<file path="src/rtl/mem_access_stage_pkg.sv">
// -----------------------------------------------------------------------------
// mem_access_stage_pkg
// Shared types for the memory-access (MEM) pipeline stage:
//   mem_size_t       - access width (byte / half / word)
//   result_select_t  - writeback result source
//   mem_state_t      - data-memory handshake FSM state
//   bundle_decode_t  - decoded control bundle carried down the pipeline
// Helper functions classify and force-align sub-word offsets.
// -----------------------------------------------------------------------------
package mem_access_stage_pkg;

  localparam int unsigned XLEN = 32;

  typedef enum logic [1:0] {
    SIZE_B = 2'd0,
    SIZE_H = 2'd1,
    SIZE_W = 2'd2
  } mem_size_t;

  typedef enum logic [1:0] {
    RESULT_ALU = 2'd0,
    RESULT_MEM = 2'd1,
    RESULT_PC4 = 2'd2
  } result_select_t;

  typedef enum logic [1:0] {
    MS_IDLE = 2'd0,
    MS_REQ  = 2'd1,
    MS_WAIT = 2'd2
  } mem_state_t;

  typedef struct packed {
    logic           MemW;
    logic           MemR;
    mem_size_t      MemSize;
    logic           MemUnsigned;
    result_select_t ResultSelect;
    logic           RegW;
  } bundle_decode_t;

  // All-zero control bundle; ResultSelect encodes RESULT_ALU as zero.
  localparam bundle_decode_t CTRL_RESET = '{
    MemW:         1'b0,
    MemR:         1'b0,
    MemSize:      SIZE_B,
    MemUnsigned:  1'b0,
    ResultSelect: RESULT_ALU,
    RegW:         1'b0
  };

  // True when the byte offset is not naturally aligned for the access size.
  function automatic logic is_misaligned(input mem_size_t size, input logic [1:0] off);
    logic mis;
    case (size)
      SIZE_H:  mis = off[0];
      SIZE_W:  mis = (off != 2'b00);
      default: mis = 1'b0;
    endcase
    return mis;
  endfunction

  // Drops the low offset bits that a natural alignment would forbid.
  function automatic logic [1:0] force_align(input mem_size_t size, input logic [1:0] off);
    logic [1:0] res;
    case (size)
      SIZE_H:  res = {off[1], 1'b0};
      SIZE_W:  res = 2'b00;
      default: res = off;
    endcase
    return res;
  endfunction

endpackage

</file>
<file path="src/rtl/mem_access_stage_lsu_align.sv">
// -----------------------------------------------------------------------------
// lsu_align
// Purely combinational lane steering for the MEM stage.
//   size_i, unsigned_i : access width and load extension mode
//   off_i              : byte offset within the word (already aligned to size)
//   wd_i               : raw store data (rs2)
//   rdata_i            : raw load word from data memory
//   wdata_o            : lane-replicated store data
//   be_o               : store byte enables
//   load_data_o        : shifted and sign/zero-extended load value
// -----------------------------------------------------------------------------
module lsu_align
  import mem_access_stage_pkg::*;
(
  input  mem_size_t   size_i,
  input  logic        unsigned_i,
  input  logic [1:0]  off_i,
  input  logic [31:0] wd_i,
  input  logic [31:0] rdata_i,
  output logic [31:0] wdata_o,
  output logic [3:0]  be_o,
  output logic [31:0] load_data_o
);

  logic [31:0] shifted_s;

  // Store path: replicate the sub-word into every lane, enable only the target bytes.
  always_comb begin
    wdata_o = wd_i;
    be_o    = 4'b1111;
    case (size_i)
      SIZE_B: begin
        wdata_o = {4{wd_i[7:0]}};
        be_o    = 4'b0001 << off_i;
      end
      SIZE_H: begin
        wdata_o = {2{wd_i[15:0]}};
        be_o    = 4'b0011 << off_i;
      end
      SIZE_W: begin
        wdata_o = wd_i;
        be_o    = 4'b1111;
      end
      default: begin
        wdata_o = wd_i;
        be_o    = 4'b1111;
      end
    endcase
  end

  // Load path: move the addressed bytes to bit 0, then extend.
  assign shifted_s = rdata_i >> {off_i, 3'b000};

  // Load extension by access width and signedness.
  always_comb begin
    load_data_o = shifted_s;
    case (size_i)
      SIZE_B: begin
        if (unsigned_i) begin
          load_data_o = {24'h00_0000, shifted_s[7:0]};
        end else begin
          load_data_o = {{24{shifted_s[7]}}, shifted_s[7:0]};
        end
      end
      SIZE_H: begin
        if (unsigned_i) begin
          load_data_o = {16'h0000, shifted_s[15:0]};
        end else begin
          load_data_o = {{16{shifted_s[15]}}, shifted_s[15:0]};
        end
      end
      SIZE_W: begin
        load_data_o = shifted_s;
      end
      default: begin
        load_data_o = shifted_s;
      end
    endcase
  end

endmodule

</file>
<file path="src/rtl/mem_access_stage.sv">
// -----------------------------------------------------------------------------
// mem_access_stage
// MEM stage of the 5-stage pipeline: issues loads/stores to data memory over a
// req/gnt/rvalid handshake, stalls upstream while an access is outstanding and
// drives the registered MEM/WB outputs.
//
// Ports:
//   clk, reset            : clock, asynchronous active-low reset
//   valid_m, ctrl_m       : instruction valid / decoded control in MEM
//   DataMemoryAddress_m   : ALU result / effective address
//   WD_m, PC4_m           : store data, link value
//   dmem_req/we/addr/wdata/be, dmem_gnt/rvalid/rdata : data-memory handshake
//   stall_m               : freezes PC, IF/ID, ID/EX, EX/MEM
//   valid_w, Result_w, ctrl_w : MEM/WB register
//   misalign_w            : misaligned-access flag (only with MEM_MISALIGN_TRAP_EN)
//
// Build option MEM_MISALIGN_TRAP_EN: when defined, misaligned accesses are not
// issued, are flagged on misalign_w and lose their register write. When
// undefined, misaligned offsets are force-aligned and issued normally.
// -----------------------------------------------------------------------------
module mem_access_stage
  import mem_access_stage_pkg::*;
(
  input  logic           clk,
  input  logic           reset,
  input  logic           valid_m,
  input  logic [31:0]    DataMemoryAddress_m,
  input  logic [31:0]    WD_m,
  input  logic [31:0]    PC4_m,
  input  bundle_decode_t ctrl_m,
  output logic           dmem_req,
  output logic           dmem_we,
  output logic [31:0]    dmem_addr,
  output logic [31:0]    dmem_wdata,
  output logic [3:0]     dmem_be,
  input  logic           dmem_gnt,
  input  logic           dmem_rvalid,
  input  logic [31:0]    dmem_rdata,
  output logic           stall_m,
  output logic           valid_w,
  output logic [31:0]    Result_w,
  output bundle_decode_t ctrl_w
`ifdef MEM_MISALIGN_TRAP_EN
  ,
  output logic           misalign_w
`endif
);

  mem_state_t     state_q, state_d;
  logic           req_s, stall_s;
  logic           mem_op_s, pending_s, trap_s;
  logic [1:0]     off_s;
  logic [31:0]    wdata_s, load_data_s, result_sel_s;
  logic [3:0]     be_s;

  logic           valid_w_q, valid_w_d;
  logic [31:0]    result_w_q, result_w_d;
  bundle_decode_t ctrl_w_q, ctrl_w_d;
  logic           misalign_w_q, misalign_w_d;

  assign mem_op_s = valid_m & (ctrl_m.MemR | ctrl_m.MemW);
  assign off_s    = force_align(ctrl_m.MemSize, DataMemoryAddress_m[1:0]);

`ifdef MEM_MISALIGN_TRAP_EN
  assign trap_s    = mem_op_s & is_misaligned(ctrl_m.MemSize, DataMemoryAddress_m[1:0]);
  assign pending_s = mem_op_s & ~trap_s;
`else
  assign trap_s    = 1'b0;
  assign pending_s = mem_op_s;
`endif

  lsu_align u_lsu_align (
    .size_i      (ctrl_m.MemSize),
    .unsigned_i  (ctrl_m.MemUnsigned),
    .off_i       (off_s),
    .wd_i        (WD_m),
    .rdata_i     (dmem_rdata),
    .wdata_o     (wdata_s),
    .be_o        (be_s),
    .load_data_o (load_data_s)
  );

  // Handshake FSM state register.
  always_ff @(posedge clk or negedge reset) begin
    if (!reset) begin
      state_q <= MS_IDLE;
    end else begin
      state_q <= state_d;
    end
  end

  // Handshake FSM next state; gnt is ignored in WAIT and rvalid outside it.
  always_comb begin
    state_d = state_q;
    case (state_q)
      MS_IDLE: begin
        if (pending_s) begin
          if (dmem_gnt) begin
            state_d = ctrl_m.MemW ? MS_IDLE : MS_WAIT;
          end else begin
            state_d = MS_REQ;
          end
        end else begin
          state_d = MS_IDLE;
        end
      end
      MS_REQ: begin
        if (dmem_gnt) begin
          state_d = ctrl_m.MemW ? MS_IDLE : MS_WAIT;
        end else begin
          state_d = MS_REQ;
        end
      end
      MS_WAIT: begin
        if (dmem_rvalid) begin
          state_d = MS_IDLE;
        end else begin
          state_d = MS_WAIT;
        end
      end
      default: state_d = MS_IDLE;
    endcase
  end

  // Handshake FSM outputs: a granted store releases the stall in the grant cycle,
  // a load holds it until the data returns.
  always_comb begin
    req_s   = 1'b0;
    stall_s = 1'b0;
    case (state_q)
      MS_IDLE: begin
        req_s   = pending_s;
        stall_s = pending_s & (~dmem_gnt | ~ctrl_m.MemW);
      end
      MS_REQ: begin
        req_s   = 1'b1;
        stall_s = ~dmem_gnt | ~ctrl_m.MemW;
      end
      MS_WAIT: begin
        req_s   = 1'b0;
        stall_s = ~dmem_rvalid;
      end
      default: begin
        req_s   = 1'b0;
        stall_s = 1'b0;
      end
    endcase
  end

  // Gating with reset drops req/stall the moment reset asserts, before the FSM clocks.
  assign dmem_req   = req_s & reset;
  assign stall_m    = stall_s & reset;
  assign dmem_we    = dmem_req & ctrl_m.MemW;
  assign dmem_addr  = {DataMemoryAddress_m[31:2], 2'b00};
  assign dmem_wdata = wdata_s;
  assign dmem_be    = ctrl_m.MemW ? be_s : 4'b1111;

  // Writeback value selection.
  always_comb begin
    case (ctrl_m.ResultSelect)
      RESULT_ALU: result_sel_s = DataMemoryAddress_m;
      RESULT_MEM: result_sel_s = load_data_s;
      RESULT_PC4: result_sel_s = PC4_m;
      default:    result_sel_s = DataMemoryAddress_m;
    endcase
  end

  // MEM/WB next state: advance the instruction, or insert a bubble while stalled.
  always_comb begin
    valid_w_d    = 1'b0;
    ctrl_w_d     = ctrl_m;
    result_w_d   = result_w_q;
    misalign_w_d = 1'b0;
    if (stall_s) begin
      valid_w_d     = 1'b0;
      ctrl_w_d      = ctrl_m;
      ctrl_w_d.RegW = 1'b0;
      result_w_d    = result_w_q;
      misalign_w_d  = 1'b0;
    end else begin
      valid_w_d     = valid_m;
      ctrl_w_d      = ctrl_m;
      ctrl_w_d.RegW = ctrl_m.RegW & ~trap_s;
      result_w_d    = result_sel_s;
      misalign_w_d  = trap_s;
    end
  end

  // MEM/WB pipeline register.
  always_ff @(posedge clk or negedge reset) begin
    if (!reset) begin
      valid_w_q    <= 1'b0;
      result_w_q   <= 32'h0000_0000;
      ctrl_w_q     <= CTRL_RESET;
      misalign_w_q <= 1'b0;
    end else begin
      valid_w_q    <= valid_w_d;
      result_w_q   <= result_w_d;
      ctrl_w_q     <= ctrl_w_d;
      misalign_w_q <= misalign_w_d;
    end
  end

  assign valid_w  = valid_w_q;
  assign Result_w = result_w_q;
  assign ctrl_w   = ctrl_w_q;

`ifdef MEM_MISALIGN_TRAP_EN
  assign misalign_w = misalign_w_q;
`else
  logic unused_misalign_s;
  assign unused_misalign_s = misalign_w_q ^ trap_s;
`endif

endmodule
</file>
<file path="config.mk">
export PLATFORM = sky130hd
export DESIGN_NAME = mem_access_stage
export DESIGN_NICKNAME = d
export VERILOG_FILES = /design/src/rtl/mem_access_stage_pkg.sv /design/src/rtl/mem_access_stage_lsu_align.sv /design/src/rtl/mem_access_stage.sv
export SDC_FILE = /design/constraint.sdc
export NUM_CORES = 1
export LEC_CHECK = 0
export ABC_CLOCK_PERIOD_IN_PS = 1900
export BUFFER_PORTS_ARGS = -buffer_cell sky130_fd_sc_hd__buf_2
export CAP_MARGIN = 20
export CELL_PAD_IN_SITES_DETAIL_PLACEMENT = 0
export CELL_PAD_IN_SITES_GLOBAL_PLACEMENT = 1
export CORE_MARGIN = 2
export CORE_UTILIZATION = 30
export CTS_CLUSTER_DIAMETER = 60
export DETAILED_ROUTE_END_ITERATION = 10
export PLACE_DENSITY_LB_ADDON = 0.1
export SYNTH_ARGS = -nofsm -noshare
export SYNTH_HDL_FRONTEND = slang
export SYNTH_HIERARCHICAL = 1
export SYNTH_SLANG_ARGS = --single-unit
</file>
<file path="constraint.sdc">
create_clock -name clk -period 1.9 [get_ports clk]
set_input_delay 0.095 -clock clk [delete_from_list [all_inputs] [get_ports clk]]
set_output_delay 0.095 -clock clk [all_outputs]
set_load 0.02 [all_outputs]
</file>
==> run metrics <==
RSZ-0062 raised after global routing=yes; Max Clk Rate=514 MHz; Yosys reg bits=43; CTS buffer count=5; first-pass GRT wire length=21600 um; Min-Delay Path Class=in -> reg; combinational power share=0.463; CP Cell Sequence=buf_12, inv_12, ha_4, and2_4, mux2_4, a32oi_4, buf_12, o211ai_1, a22oi_1, o21ai_1, mux2_4; wire length per cell=17.1 um; violated checks=setup timing; sequential share of power=0.293; Slew HR=0.656; I/O pin cnt=253; WL final=14100 um; max-cap viol count=0; CP Data Required Time=2070 ps; synthesized area per cell=9.05 sq um; Post-DP HPWL=11200 um; Critical Path Sink Type=flip-flop; GP Congestion=0.838; Main synth FF type=dfrtp_1; Core Util, Final=0.440; Seq/Total Area, Yosys=0.272; Worst-path clk slew=70 ps; net switching power=1450 uW; Total GRT Usage=0.193; total number of clock tree sinks=43; Setup Crit Path Kind=in -> reg; Clock power frac=0.245; Final Hold Fails=0; Initial DRC Count=219; vias in the first global route=4106; antenna violations before repair=1; Final setup viols=11; CTS max path bufs=2; CP peak stage delay=350 ps; Ys Warns=6; Starting Density=0.311; Post-synth EDFFs=0; Top delay family on crit path=compound AO/OA/AOI/OAI gates; power per cell area=714 mW/mm^2; TritonCTS clock tree=yes; # port buffers=250; clk_skew=4.21 ps; measured slew at the worst slew-check pin=515 ps; crit path max-delay cell type=mux2_4; CP Buf/Inv Count=3; Critical Path AT=2120 ps; Leakage=0.00279 uW; Ant. Diodes=0; GRT Residual Overflow=0; Antenna Violating Nets Remaining=0; Die Area=0.0141 sq mm; crit share post-route=1.02; commonest cells after routing, fill and taps aside=246 x buf_2, 65 x nand2_1, 43 x dfrtp_1; CP Launch Type=input port; clk_lat worst skew=290 ps; layout cells sized above 1=0.570; synthesized area=0.00396 sq mm; Nets=798; Syn Inst Count=437; Avg Vias per Cell=4.86; post-synthesis cell type count=37; Max VDD drop=476 uV; final worst slack=-44.0 ps; Die Y=119 um; leading cell type in the layout, fill and taps excluded=buf_2; core area=0.0127 sq mm; Area growth syn-to-layout=41.4%; Pint=2550 uW; largest net degree at the start of global routing=45; DRC viols=0; Net Sw Frac=0.363; cell count along the critical path=11; Site Rows=41; ys async rst share=1.00; fin. max-slew vios=0; via count=4018; drt pass-1 iters=4; root buf cell=clkbuf_16; maximum fanout along the worst path=8; die width=119 um; Tmin final=1940 ps; hold-critical path depth=3; reg2reg path depth=4; outcome=finished, violations left; setup tns final=-162 ps; H-Tree Depth=2
==> path summary, 6_finish.rpt <==
| path | startpoint | end | slack [ps] |
|---|---|---|---|
| min | ctrl_m[0] | ctrl_w[0] | 20 |
| min reg2reg | Result_w[11] | Result_w[11] | 500 |
| max reg2reg | state_q[1] | Result_w[9] | 240 |
| min in group asynchronous | reset | ctrl_w[6] | 210 |
| max | ctrl_m[5] | Result_w[19] | -40 |
| max in group asynchronous | reset | Result_w[10] | 910 |
==> power groups by stage <==
stage	clock, uW	combinational (uW)	sequential (uW)
final	977	1850	1170
after global routing	1040	1990	1190
after CTS	1010	1810	1170
after detailed placement	0	1790	1180
after global placement	0	1790	1180
after floorplan	0	1000	1380
==> flip-flops by register name, summed over array words and instances, names as in the netlist <==
register and count:
state_q 2, Result_w 32, valid_w 1, ctrl_w 8
==> cell families after synthesis <==
logic type,share of synthesized area
muxes,0.253
and+or+nand+nor,0.115
other,0.000948
DFF,0.272
adders and majority gates,0.00949
AOI/OAI and AO/OA,0.208
buffers and inverters,0.142
==> synth_stat cells, types with 2 or more instances <==
| master | count | share of area |
|---|---|---|
| nand2_1 | 65 | 0.062 |
| o21ai_0 | 50 | 0.063 |
| dfrtp_1 | 43 | 0.27 |
| buf_4 | 41 | 0.078 |
| a22oi_1 | 32 | 0.061 |
| mux2_2 | 29 | 0.083 |
| mux2_4 | 29 | 0.11 |
| mux2i_1 | 24 | 0.061 |
| clkbuf_1 | 19 | 0.018 |
| a21oi_1 | 16 | 0.020 |
| o211ai_1 | 13 | 0.025 |
| nor2_1 | 9 | 0.0085 |
| buf_2 | 8 | 0.010 |
| inv_1 | 7 | 0.0066 |
| or2_2 | 7 | 0.011 |
| buf_6 | 5 | 0.014 |
| or2b_1 | 4 | 0.0076 |
| and2_1 | 3 | 0.0047 |
| ha_1 | 3 | 0.0095 |
| nand3b_1 | 3 | 0.0057 |
| nor2b_1 | 3 | 0.0047 |
| o211ai_2 | 3 | 0.0095 |
| o21a_1 | 3 | 0.0057 |
| o21bai_1 | 3 | 0.0057 |
| buf_12 | 2 | 0.010 |
| nor3b_1 | 2 | 0.0038 |
==> repair_timing <==
action | 4_1_cts | 5_1_grt
pin swaps | 0 | 9
setup buffers | 1 | 3
gates resized for setup | 5 | 23
endpoints found under the setup margin | 24 | 30
gates cloned | 0 | 2
hold buffers | 5 | 0
hold endpoints to repair | 10 | 0
==> per-stage QoR <==
stage	setup WS [ps]	instance area, sq um	total power, uW	std cells	hold slack [ps]
CTS	-50.1	5430	3990	821	7.08
global route	-107	5590	4220	826	11.7
detailed placement	-420	5200	2980	808	-26.0
finish	-44.0	5590	3990	826	15.0
global placement	-394	5200	2970	808	-29.8
floorplan	-148	3990	2380	438	-201
==> layout make-up <==
type	instances	area, sq um
clock inverter	1	30.0
timing repair buffer	286	1690
sequential	43	1080
multi-input combinational	311	2410
clock buffer	6	129
tap	172	215
inverter	7	38.8
fill	1314	7130
==> worst min-delay path, stage by stage <==
cell and delay [ps]:
buf_2 100, inv_1 40, nor2_1 30
==> layer usage <==
layer	vias to the layer above	GRT usage	wire length (um)
met5	-	0	0
met4	0	0.0417	165
met3	12	0.0421	980
met2	178	0.350	7100
met1	1885	0.232	5870
li1	1943	-	-
Note: power is estimated with default switching activity, not from simulation.
